`config.mk`:
```
export PLATFORM = sky130hd
export DESIGN_NAME = ws2812_arbiter
export DESIGN_NICKNAME = d
export VERILOG_FILES = /design/src/rtl/ws2812_arbiter.sv
export SDC_FILE = /design/constraint.sdc
export NUM_CORES = 1
export LEC_CHECK = 0
export CAP_MARGIN = 20
export CORE_MARGIN = 4
export CORE_UTILIZATION = 35
export DETAILED_ROUTE_END_ITERATION = 8
export PLACE_DENSITY = 0.66
export SYNTH_ARGS = -nofsm -noshare
export SYNTH_HDL_FRONTEND = slang
export SYNTH_SLANG_ARGS = --single-unit
```
`constraint.sdc`:
```
create_clock -name clk -period 2.8 [get_ports clk]
set_clock_uncertainty 0.05 [all_clocks]
set_input_delay 0.42 -clock clk [delete_from_list [all_inputs] [get_ports clk]]
set_output_delay 0.42 -clock clk [all_outputs]
set_load 0.05 [all_outputs]
```
`src/rtl/ws2812_arbiter.sv`:
```
// ws2812_arbiter
// Arbitrates four level requesters for a single WS2812 colour output.
// Highest index wins and preempts lower ones. A released grant keeps
// its colour for HOLD_MS. Optional per-requester blink and a global
// brightness shift are applied before the registered colour output.
// Ports:
//   clk, reset_n          - clock, asynchronous active-low reset
//   req[3:0]              - level requests, req[3] highest priority
//   color0..color3[23:0]  - GRB colour per requester
//   blink[3:0]            - per-requester blink enable
//   dim[1:0]              - right shift applied to every colour byte
//   color[23:0]           - registered colour for the WS2812 driver
//   grant[1:0]            - registered index of the displayed requester
//   grant_valid           - registered, high while a requester is displayed
module ws2812_arbiter #(
    parameter int CLK_FRE  = 32_000_000,
    parameter int HOLD_MS  = 200,
    parameter int BLINK_MS = 250
) (
    input  logic        clk,
    input  logic        reset_n,
    input  logic [3:0]  req,
    input  logic [23:0] color0,
    input  logic [23:0] color1,
    input  logic [23:0] color2,
    input  logic [23:0] color3,
    input  logic [3:0]  blink,
    input  logic [1:0]  dim,
    output logic [23:0] color,
    output logic [1:0]  grant,
    output logic        grant_valid
);

    localparam int MS_DIV  = ((CLK_FRE / 1000) > 1) ? (CLK_FRE / 1000) : 2;
    localparam int MS_W    = $clog2(MS_DIV);
    localparam int HOLD_W  = (HOLD_MS > 0) ? $clog2(HOLD_MS + 1) : 1;
    localparam int BLINK_W = (BLINK_MS > 1) ? $clog2(BLINK_MS) : 1;

    localparam logic [MS_W-1:0]    MS_MAX    = MS_W'(MS_DIV - 1);
    localparam logic [HOLD_W-1:0]  HOLD_LOAD = HOLD_W'(HOLD_MS);
    localparam logic [BLINK_W-1:0] BLINK_MAX = BLINK_W'((BLINK_MS > 0) ? (BLINK_MS - 1) : 0);

    typedef enum logic [1:0] {
        IDLE   = 2'd0,
        ACTIVE = 2'd1,
        LINGER = 2'd2
    } state_t;

    state_t              state_q, state_d;
    logic [1:0]          gnt_q, gnt_d;
    logic [HOLD_W-1:0]   hold_q, hold_d;
    logic [MS_W-1:0]     ms_q, ms_d;
    logic [BLINK_W-1:0]  blk_q, blk_d;
    logic                phase_q, phase_d;      // 1 = "on"
    logic [23:0]         color_q, color_d;
    logic [1:0]          grant_q, grant_d;
    logic                valid_q, valid_d;

    logic                tick_s;
    logic                any_s;
    logic                higher_s;
    logic                restart_s;             // grant change: restart blink timing
    logic [1:0]          top_s;
    logic [23:0]         raw_s;

    // Index of the highest set request bit (0 when none set).
    function automatic logic [1:0] top_index(input logic [3:0] r);
        logic [1:0] idx;
        if (r[3]) begin
            idx = 2'd3;
        end else if (r[2]) begin
            idx = 2'd2;
        end else if (r[1]) begin
            idx = 2'd1;
        end else begin
            idx = 2'd0;
        end
        return idx;
    endfunction

    // Logical right shift of each GRB byte, no rounding.
    function automatic logic [23:0] dim_grb(input logic [23:0] c, input logic [1:0] sh);
        return {c[23:16] >> sh, c[15:8] >> sh, c[7:0] >> sh};
    endfunction

    assign tick_s   = (ms_q == MS_MAX);
    assign any_s    = |req;
    assign top_s    = top_index(req);
    assign higher_s = any_s && (top_s > gnt_q);

    // Arbitration next state: preemption outranks reassertion, expiry and the tick.
    always_comb begin
        state_d   = state_q;
        gnt_d     = gnt_q;
        hold_d    = hold_q;
        restart_s = 1'b0;
        case (state_q)
            IDLE: begin
                if (any_s) begin
                    state_d   = ACTIVE;
                    gnt_d     = top_s;
                    hold_d    = {HOLD_W{1'b0}};
                    restart_s = 1'b1;
                end else begin
                    gnt_d = 2'd0;
                end
            end
            ACTIVE: begin
                if (higher_s) begin
                    gnt_d     = top_s;
                    hold_d    = {HOLD_W{1'b0}};
                    restart_s = 1'b1;
                end else if (!req[gnt_q]) begin
                    state_d = LINGER;
                    hold_d  = HOLD_LOAD;
                end else begin
                    state_d = ACTIVE;
                end
            end
            LINGER: begin
                if (higher_s) begin
                    state_d   = ACTIVE;
                    gnt_d     = top_s;
                    hold_d    = {HOLD_W{1'b0}};
                    restart_s = 1'b1;
                end else if (req[gnt_q]) begin
                    state_d = ACTIVE;
                    hold_d  = {HOLD_W{1'b0}};
                end else if (hold_q == {HOLD_W{1'b0}}) begin
                    // Any pending request here is lower than the grant.
                    if (any_s) begin
                        state_d   = ACTIVE;
                        gnt_d     = top_s;
                        restart_s = 1'b1;
                    end else begin
                        state_d = IDLE;
                        gnt_d   = 2'd0;
                    end
                end else if (tick_s) begin
                    hold_d = hold_q - HOLD_W'(1);
                end else begin
                    hold_d = hold_q;
                end
            end
            default: begin
                state_d = IDLE;
                gnt_d   = 2'd0;
                hold_d  = {HOLD_W{1'b0}};
            end
        endcase
    end

    // ms prescaler and blink phase; both restart on a grant change so each
    // blink half-period is exactly BLINK_MS ms from the grant.
    always_comb begin
        ms_d    = ms_q;
        blk_d   = blk_q;
        phase_d = phase_q;
        if (restart_s || tick_s) begin
            ms_d = {MS_W{1'b0}};
        end else begin
            ms_d = ms_q + MS_W'(1);
        end
        if (restart_s || (state_d == IDLE)) begin
            blk_d   = {BLINK_W{1'b0}};
            phase_d = 1'b1;
        end else if (tick_s) begin
            if (blk_q == BLINK_MAX) begin
                blk_d   = {BLINK_W{1'b0}};
                phase_d = ~phase_q;
            end else begin
                blk_d = blk_q + BLINK_W'(1);
            end
        end else begin
            blk_d = blk_q;
        end
    end

    // Output values derived from the current registered state.
    always_comb begin
        raw_s   = 24'h000000;
        color_d = 24'h000000;
        case (gnt_q)
            2'd0:    raw_s = color0;
            2'd1:    raw_s = color1;
            2'd2:    raw_s = color2;
            2'd3:    raw_s = color3;
            default: raw_s = 24'h000000;
        endcase
        valid_d = (state_q != IDLE);
        grant_d = valid_d ? gnt_q : 2'd0;
        if (!valid_d || (blink[gnt_q] && !phase_q)) begin
            color_d = 24'h000000;
        end else begin
            color_d = dim_grb(raw_s, dim);
        end
    end

    // State, counters and registered outputs.
    always_ff @(posedge clk or negedge reset_n) begin
        if (!reset_n) begin
            state_q <= IDLE;
            gnt_q   <= 2'd0;
            hold_q  <= {HOLD_W{1'b0}};
            ms_q    <= {MS_W{1'b0}};
            blk_q   <= {BLINK_W{1'b0}};
            phase_q <= 1'b1;
            color_q <= 24'h000000;
            grant_q <= 2'd0;
            valid_q <= 1'b0;
        end else begin
            state_q <= state_d;
            gnt_q   <= gnt_d;
            hold_q  <= hold_d;
            ms_q    <= ms_d;
            blk_q   <= blk_d;
            phase_q <= phase_d;
            color_q <= color_d;
            grant_q <= grant_d;
            valid_q <= valid_d;
        end
    end

    assign color       = color_q;
    assign grant       = grant_q;
    assign grant_valid = valid_q;

endmodule

```
==> metrics.csv, run 1 <==
metric,value,unit
chipWidth,115,µm
status,"finished, final reports clean",
die_area,13300,µm²
clock_latency,0.33,ns
whs,0.206,ns
gr-total-overflow,0,
synth-edff-count,0,
ios,135,
grt_pass1_wl,18.4,mm
clock.fmax,0.367,GHz
gp_congestion,0.841,
syn_area_per_cell,10.6,µm²
synth_area_leader_cell,dfrtp_1,
grt.total_usage,0.177,
drt_iter0_drc,289,
min_period_over_period,0.973,
layout.nets,653,
ys_seq_area_frac,0.390,
cts_root_buf,clkbuf_16,
layout_min_cycle_time,2.72,ns
htreeDepth,3,
via_per_inst,5.36,
yosysWarnings,0,
core_area,11100,µm²
grt_pass1_vias,3818,
p_total,5.64,mW
diodes,0,
synth.area.mux_share,0.215,
clockBufferDepth,2,
yosysUniqueCellTypes,50,
antenna_found_initial,0,
synthesis.nets,499,
synth_top_family_by_area,multiplexers,
post_route_cells_drive_above_1_share,0.169,
synthToLayoutAreaGrowth,49.4,%
initial_core_util,0.365,
syn_area,4040,µm²
synth_xor_area_frac,0.0238,
cts_buffers,9,
clk_pin_slew,0.05,ns
portBuffers,134,
power.density,933,nW/µm²
die_y,115,µm
cap_violations,0,
yosys-top-cells-area,"dfrtp_1, mux4_2, nor2_1",
yosysTopAreaCellShare,0.384,
grt_max_degree,64,
drt-pass1-iter-count,4,
placementRows,38,
hpwlAfterDp,9.18,mm
syn_inst,380,
drc,0,
setup_viol_count_final,0,
slew_violations,0,
critPathArrivalTime,2.92,ns
synth_compound_area_frac,0.124,
p_leak,2.49,nW
postPlaceCellArea,5680,µm²
design_area,6040,µm²
ir_worst_vdd,0.488,mV
wl,11.3,mm
fillers,945,
hold_viol_final,0,
holdCritPathClass,primary input to async pin,
wl_per_cell,16.7,µm
cts_tree,built,
max-slew-margin-rel,0.414,
async_reset_ff_frac,1.00,
synth-seq-cells,63,
antenna_left,0,
worstMarginPinSlew,0.872,ns
crit_type,primary input to flop,
synth_fa_ha_area_frac,0.0340,
yosys.cell_count.top_type,dfrtp_1,
crit_path_end_kind,flop,
ys_top_cells_by_count,"dfrtp_1, nor2_1, mux4_2",
cts_sinks,63,
synth_flop_cell,dfrtp_1,
vias,3640,
startpoint_type,primary input,
synth-simple-area-share,0.179,
cp_max_fo,9,
ctsHoldBuffers,0,
cp.required,3.00,ns
[per-stage QoR]
step	TNS, ns	cells	worst slack (ns)	util
3_5_place_dp	-3.37	662	-0.284	0.513
3_3_place_gp	-1.59	662	-0.192	0.513
6_report	0	679	0.0762	0.545
4_1_cts	0	678	0.0655	0.542
5_1_grt	-0.00731	679	-0.00731	0.545
2_1_floorplan	0	380	0.0198	-
[final timing paths]
kind | from | end | cells after the start | slack [ns]
setup / recovery | req[2] | phase_q$_DFFE_PN1P_ | 10 | 0.08
hold / removal | reset_n | color[6]$_DFF_PN0_ | 2 | 0.21
setup reg to reg | hold_q[4]$_DFFE_PN0P_ | phase_q$_DFFE_PN1P_ | 7 | 0.35
hold reg to reg | ms_q[0]$_DFF_PN0_ | ms_q[0]$_DFF_PN0_ | 1 | 0.44
max in group asynchronous | reset_n | ms_q[4]$_DFF_PN0_ | 2 | 1.98
min in group clk | ms_q[0]$_DFF_PN0_ | ms_q[0]$_DFF_PN0_ | 1 | 0.44
[registers in the layout, summed over array words and instances, names as in the netlist]
register / count
blk_q: 8
grant_valid: 1
state_q: 2
phase_q: 1
hold_q: 8
color: 24
ms_q: 15
grant: 2
gnt_q: 2
[report_power, final]
group | internal [mW] | leakage, nW | switching, mW
Combinational | 1.41 | 1.50 | 1.77
Clock | 0.807 | 0.155 | 0.407
Sequential | 1.13 | 0.832 | 0.105
[kinds of logic after synthesis]
kind of cell | count (synthesis)
simple gates | 141
mux | 43
flops | 63
compound gates | 80
fa+ha+maj | 11
xor+xnor | 11
buf+inv | 31
[layer usage]
metal | GRT usage | vias to the layer above | part of all wire
met2 | 0.306 | 139 | 0.50
met5 | 0 | - | 0
li1 | - | 1738 | -
met4 | 0.0548 | 0 | 0.012
met1 | 0.220 | 1751 | 0.42
met3 | 0.0444 | 12 | 0.070
[worst max-delay path: stages]
cell             delay (ns)
clkdlybuf4s50_1        0.42
or2_2                  0.35
ha_4                   0.28
nor2b_4                0.16
o211ai_1               0.16
o31ai_1                0.28
a311oi_1               0.11
a41o_1                 0.21
buf_4                  0.16
or3_4                  0.38
[final cells by class]
class                   instances  area, µm²  share of cell area
multi-input cells             286       2350               0.389
flip-flops and latches         63       1580               0.261
repair buffers                162       1560               0.258
clock buffers                  10        239              0.0396
well taps                     140        175              0.0290
clock inverters                 6       92.6              0.0153
inverters                      12       45.0             0.00746
[what timing repair did]
action	in CTS	in global routing
gates resized for setup	0	4
setup buffers	0	1
endpoints found under the setup margin	0	1
[layout by cell type, fill, tap and decap left out, types with 2 or more instances in the layout]
master             n
nor2_1            43
clkdlybuf4s50_1  133
o211ai_1           2
a31oi_1            2
o31a_1             2
buf_4             27
o31ai_1            5
nand3_1           18
nor3_1            11
and3b_2            2
and2_1             4
and3_1            13
xor2_1             6
nand2_1           22
a21boi_0           2
ha_1              10
inv_1             12
a21oi_1           18
nor2b_1            9
or3_1              3
xnor2_1            5
clkinvlp_4         2
clkbuf_16          9
mux4_2            35
bufinv_16          2
or4_1              2
mux2i_1            7
nor4_1             3
nand4_1            3
dfrtp_1           62
o21ai_0           25
a211oi_1          12
(Power assumes the default switching activity.)
==> run 2: changes to the inputs <==
--- a/config.mk
+++ b/config.mk
@@ -9,7 +9,8 @@
 export CORE_MARGIN = 4
 export CORE_UTILIZATION = 35
 export DETAILED_ROUTE_END_ITERATION = 8
-export PLACE_DENSITY = 0.66
+export DONT_BUFFER_PORTS = 1
+export PLACE_DENSITY = 0.51
 export SYNTH_ARGS = -nofsm -noshare
 export SYNTH_HDL_FRONTEND = slang
 export SYNTH_SLANG_ARGS = --single-unit
==> run 2 against run 1 <==
Routed wire length decreased by 8.9%. Power decreased by 13%. Via count decreased by 15%. Sequential share of layout area increased by 8.5 points. Sequential cell count unchanged. Critical endpoint is now hold_q[2]$_DFFE_PN0P_. Cell area decreased by 25%. Utilization decreased by 13 points. Clock power decreased by 7%. Non-clock buffer count decreased by 149. Fmax increased by 9.9%.
==> metrics.csv, run 2 (synthesis results as in run 1) <==
metric,value,unit
drc,0,
via_per_inst,5.84,
final_util,0.411,
cts-resized-gates,0,
ir_worst_vdd,0.476,mV
cp.required,2.96,ns
ios,135,
layout_min_cycle_time,2.48,ns
htreeDepth,3,
gr-total-overflow,0,
cts_setup_buffers,0,
critPathBufInv,2,
power.density,1070,nW/µm²
final_cells,530,
initial_core_util,0.365,
slew_violations,0,
max-slew-margin-rel,0.443,
min_path_cells,1,
cts_sinks,63,
grt_max_degree,64,
crit_slowest_cell,o21ai_0,
ff2ff_setup_slack,0.32,ns
cts_buffers,9,
rsz0062_at_grt,false,
max_stage_delay,0.73,ns
p_leak,1.89,nW
diodes,0,
grt_pass1_wl,16.6,mm
layout_common_cells,"dfrtp_1, nor2_1, mux4_2",
wl,10.3,mm
drt-pass1-iter-count,4,
clk_pin_slew,0.06,ns
crit_path_end_kind,flop,
final_common_cell,dfrtp_1,
grt.total_usage,0.161,
grt_pass1_vias,3253,
post_route_cells_drive_above_1_share,0.185,
hold_end,color[6]$_DFF_PN0_,
ctsHoldBuffers,2,
clock_latency,0.33,ns
chipWidth,115,µm
regToRegStartpoint,state_q[1]$_DFF_PN0_,
wl_per_cell,19.4,µm
hpwlAfterDp,8.01,mm
die_area,13300,µm²
portBuffers,0,
cp_max_fo,14,
reg2regPathDepth,6,
holdCritPathClass,primary input to flop,
antenna_left,0,
largest_reg_flops,24,
crit_type,flop to flop,
synthToLayoutAreaGrowth,12.7,%
antenna_found_initial,0,
drt_iter0_drc,149,
die_y,115,µm
startpoint_type,flop,
hold_viol_final,0,
cts_root_buf,clkbuf_16,
path_delay_family,compound AO/OA/AOI/OAI gates,
dp_slack,0.0990,ns
setup_viol_count_final,0,
cts_tree,built,
vias,3096,
cap_violations,0,
core_area,11100,µm²
worstMarginPinSlew,0.827,ns
path_cells,inv_1 -> ha_1 -> inv_1 -> o21ai_0 -> o21ai_0 -> a22o_1,
place_inst,512,
tns,0,ns
layout.nets,504,
status,"finished, final reports clean",
gp_congestion,0.838,
clockBufferDepth,2,
clock.fmax,0.403,GHz
min_period_over_period,0.885,
r2r-end,hold_q[2]$_DFFE_PN0P_,
placementRows,38,
min_from,dim[1],
setup_ws,0.322,ns
critPathArrivalTime,2.64,ns
## run 2: power by group
group / internal, mW / switching [mW] / total, mW / leakage (nW)
combinational: 0.890 / 1.02 / 1.91 / 0.914
sequential: 1.13 / 0.717 / 1.84 / 0.831
clock: 0.715 / 0.415 / 1.13 / 0.141
## run 2: metrics by stage
stage	hold slack (ns)	power, mW	cell area, µm²
2_1_floorplan	0.0744	3.38	4040
3_3_place_gp	0.0773	3.75	4210
3_5_place_dp	0.0775	3.77	4210
4_1_cts	0.0996	4.94	4560
5_1_grt	0.0987	5.20	4560
6_report	0.111	4.89	4560
## run 2: how the worst max path moves through the flow
stage	from	endpoint	slack, ns	cells after the start
6_report	state_q[1]$_DFF_PN0_	hold_q[2]$_DFFE_PN0P_	0.32	6
5_1_grt	gnt_q[0]$_DFFE_PN0P_	color[23]$_DFF_PN0_	0.13	6
4_1_cts	state_q[1]$_DFF_PN0_	hold_q[2]$_DFFE_PN0P_	0.31	6
3_5_place_dp	req[2]	phase_q$_DFFE_PN1P_	0.1	8
3_3_place_gp	req[2]	phase_q$_DFFE_PN1P_	0.12	8
2_1_floorplan	gnt_q[1]$_DFFE_PN0P_	phase_q$_DFFE_PN1P_	0.02	11
## run 2: worst reg2reg max path: stages, from the launching register on
cell	delay, ns
dfrtp_1	0.42
inv_1	0.12
ha_1	0.35
inv_1	0.27
o21ai_0	0.73
o21ai_0	0.20
a22o_1	0.21
## run 2: area by class of cell
cell class,count,area [µm²]
clock buffer,10,239
inverter,12,45.0
multi-input combinational,286,2330
clock inverter,6,70.1
sequential,63,1580
tap,140,175
timing repair buffer,13,120
fill,1079,6520
## run 2: layer usage
layer / GRT usage / wire length [µm]
met1: 0.190 / 3940
met2: 0.288 / 5470
met3: 0.0245 / 604
met4: 0.0782 / 293
met5: 0 / 0
==> run 3: changes to the inputs <==
--- a/config.mk
+++ b/config.mk
@@ -11,6 +11,7 @@
 export DETAILED_ROUTE_END_ITERATION = 8
 export DONT_BUFFER_PORTS = 1
 export PLACE_DENSITY = 0.51
+export SKIP_LAST_GASP = 1
 export SYNTH_ARGS = -nofsm -noshare
 export SYNTH_HDL_FRONTEND = slang
 export SYNTH_SLANG_ARGS = --single-unit
==> results of run 3 <==
Same layout as run 2: the final DEF is identical, and so are final timing and power.
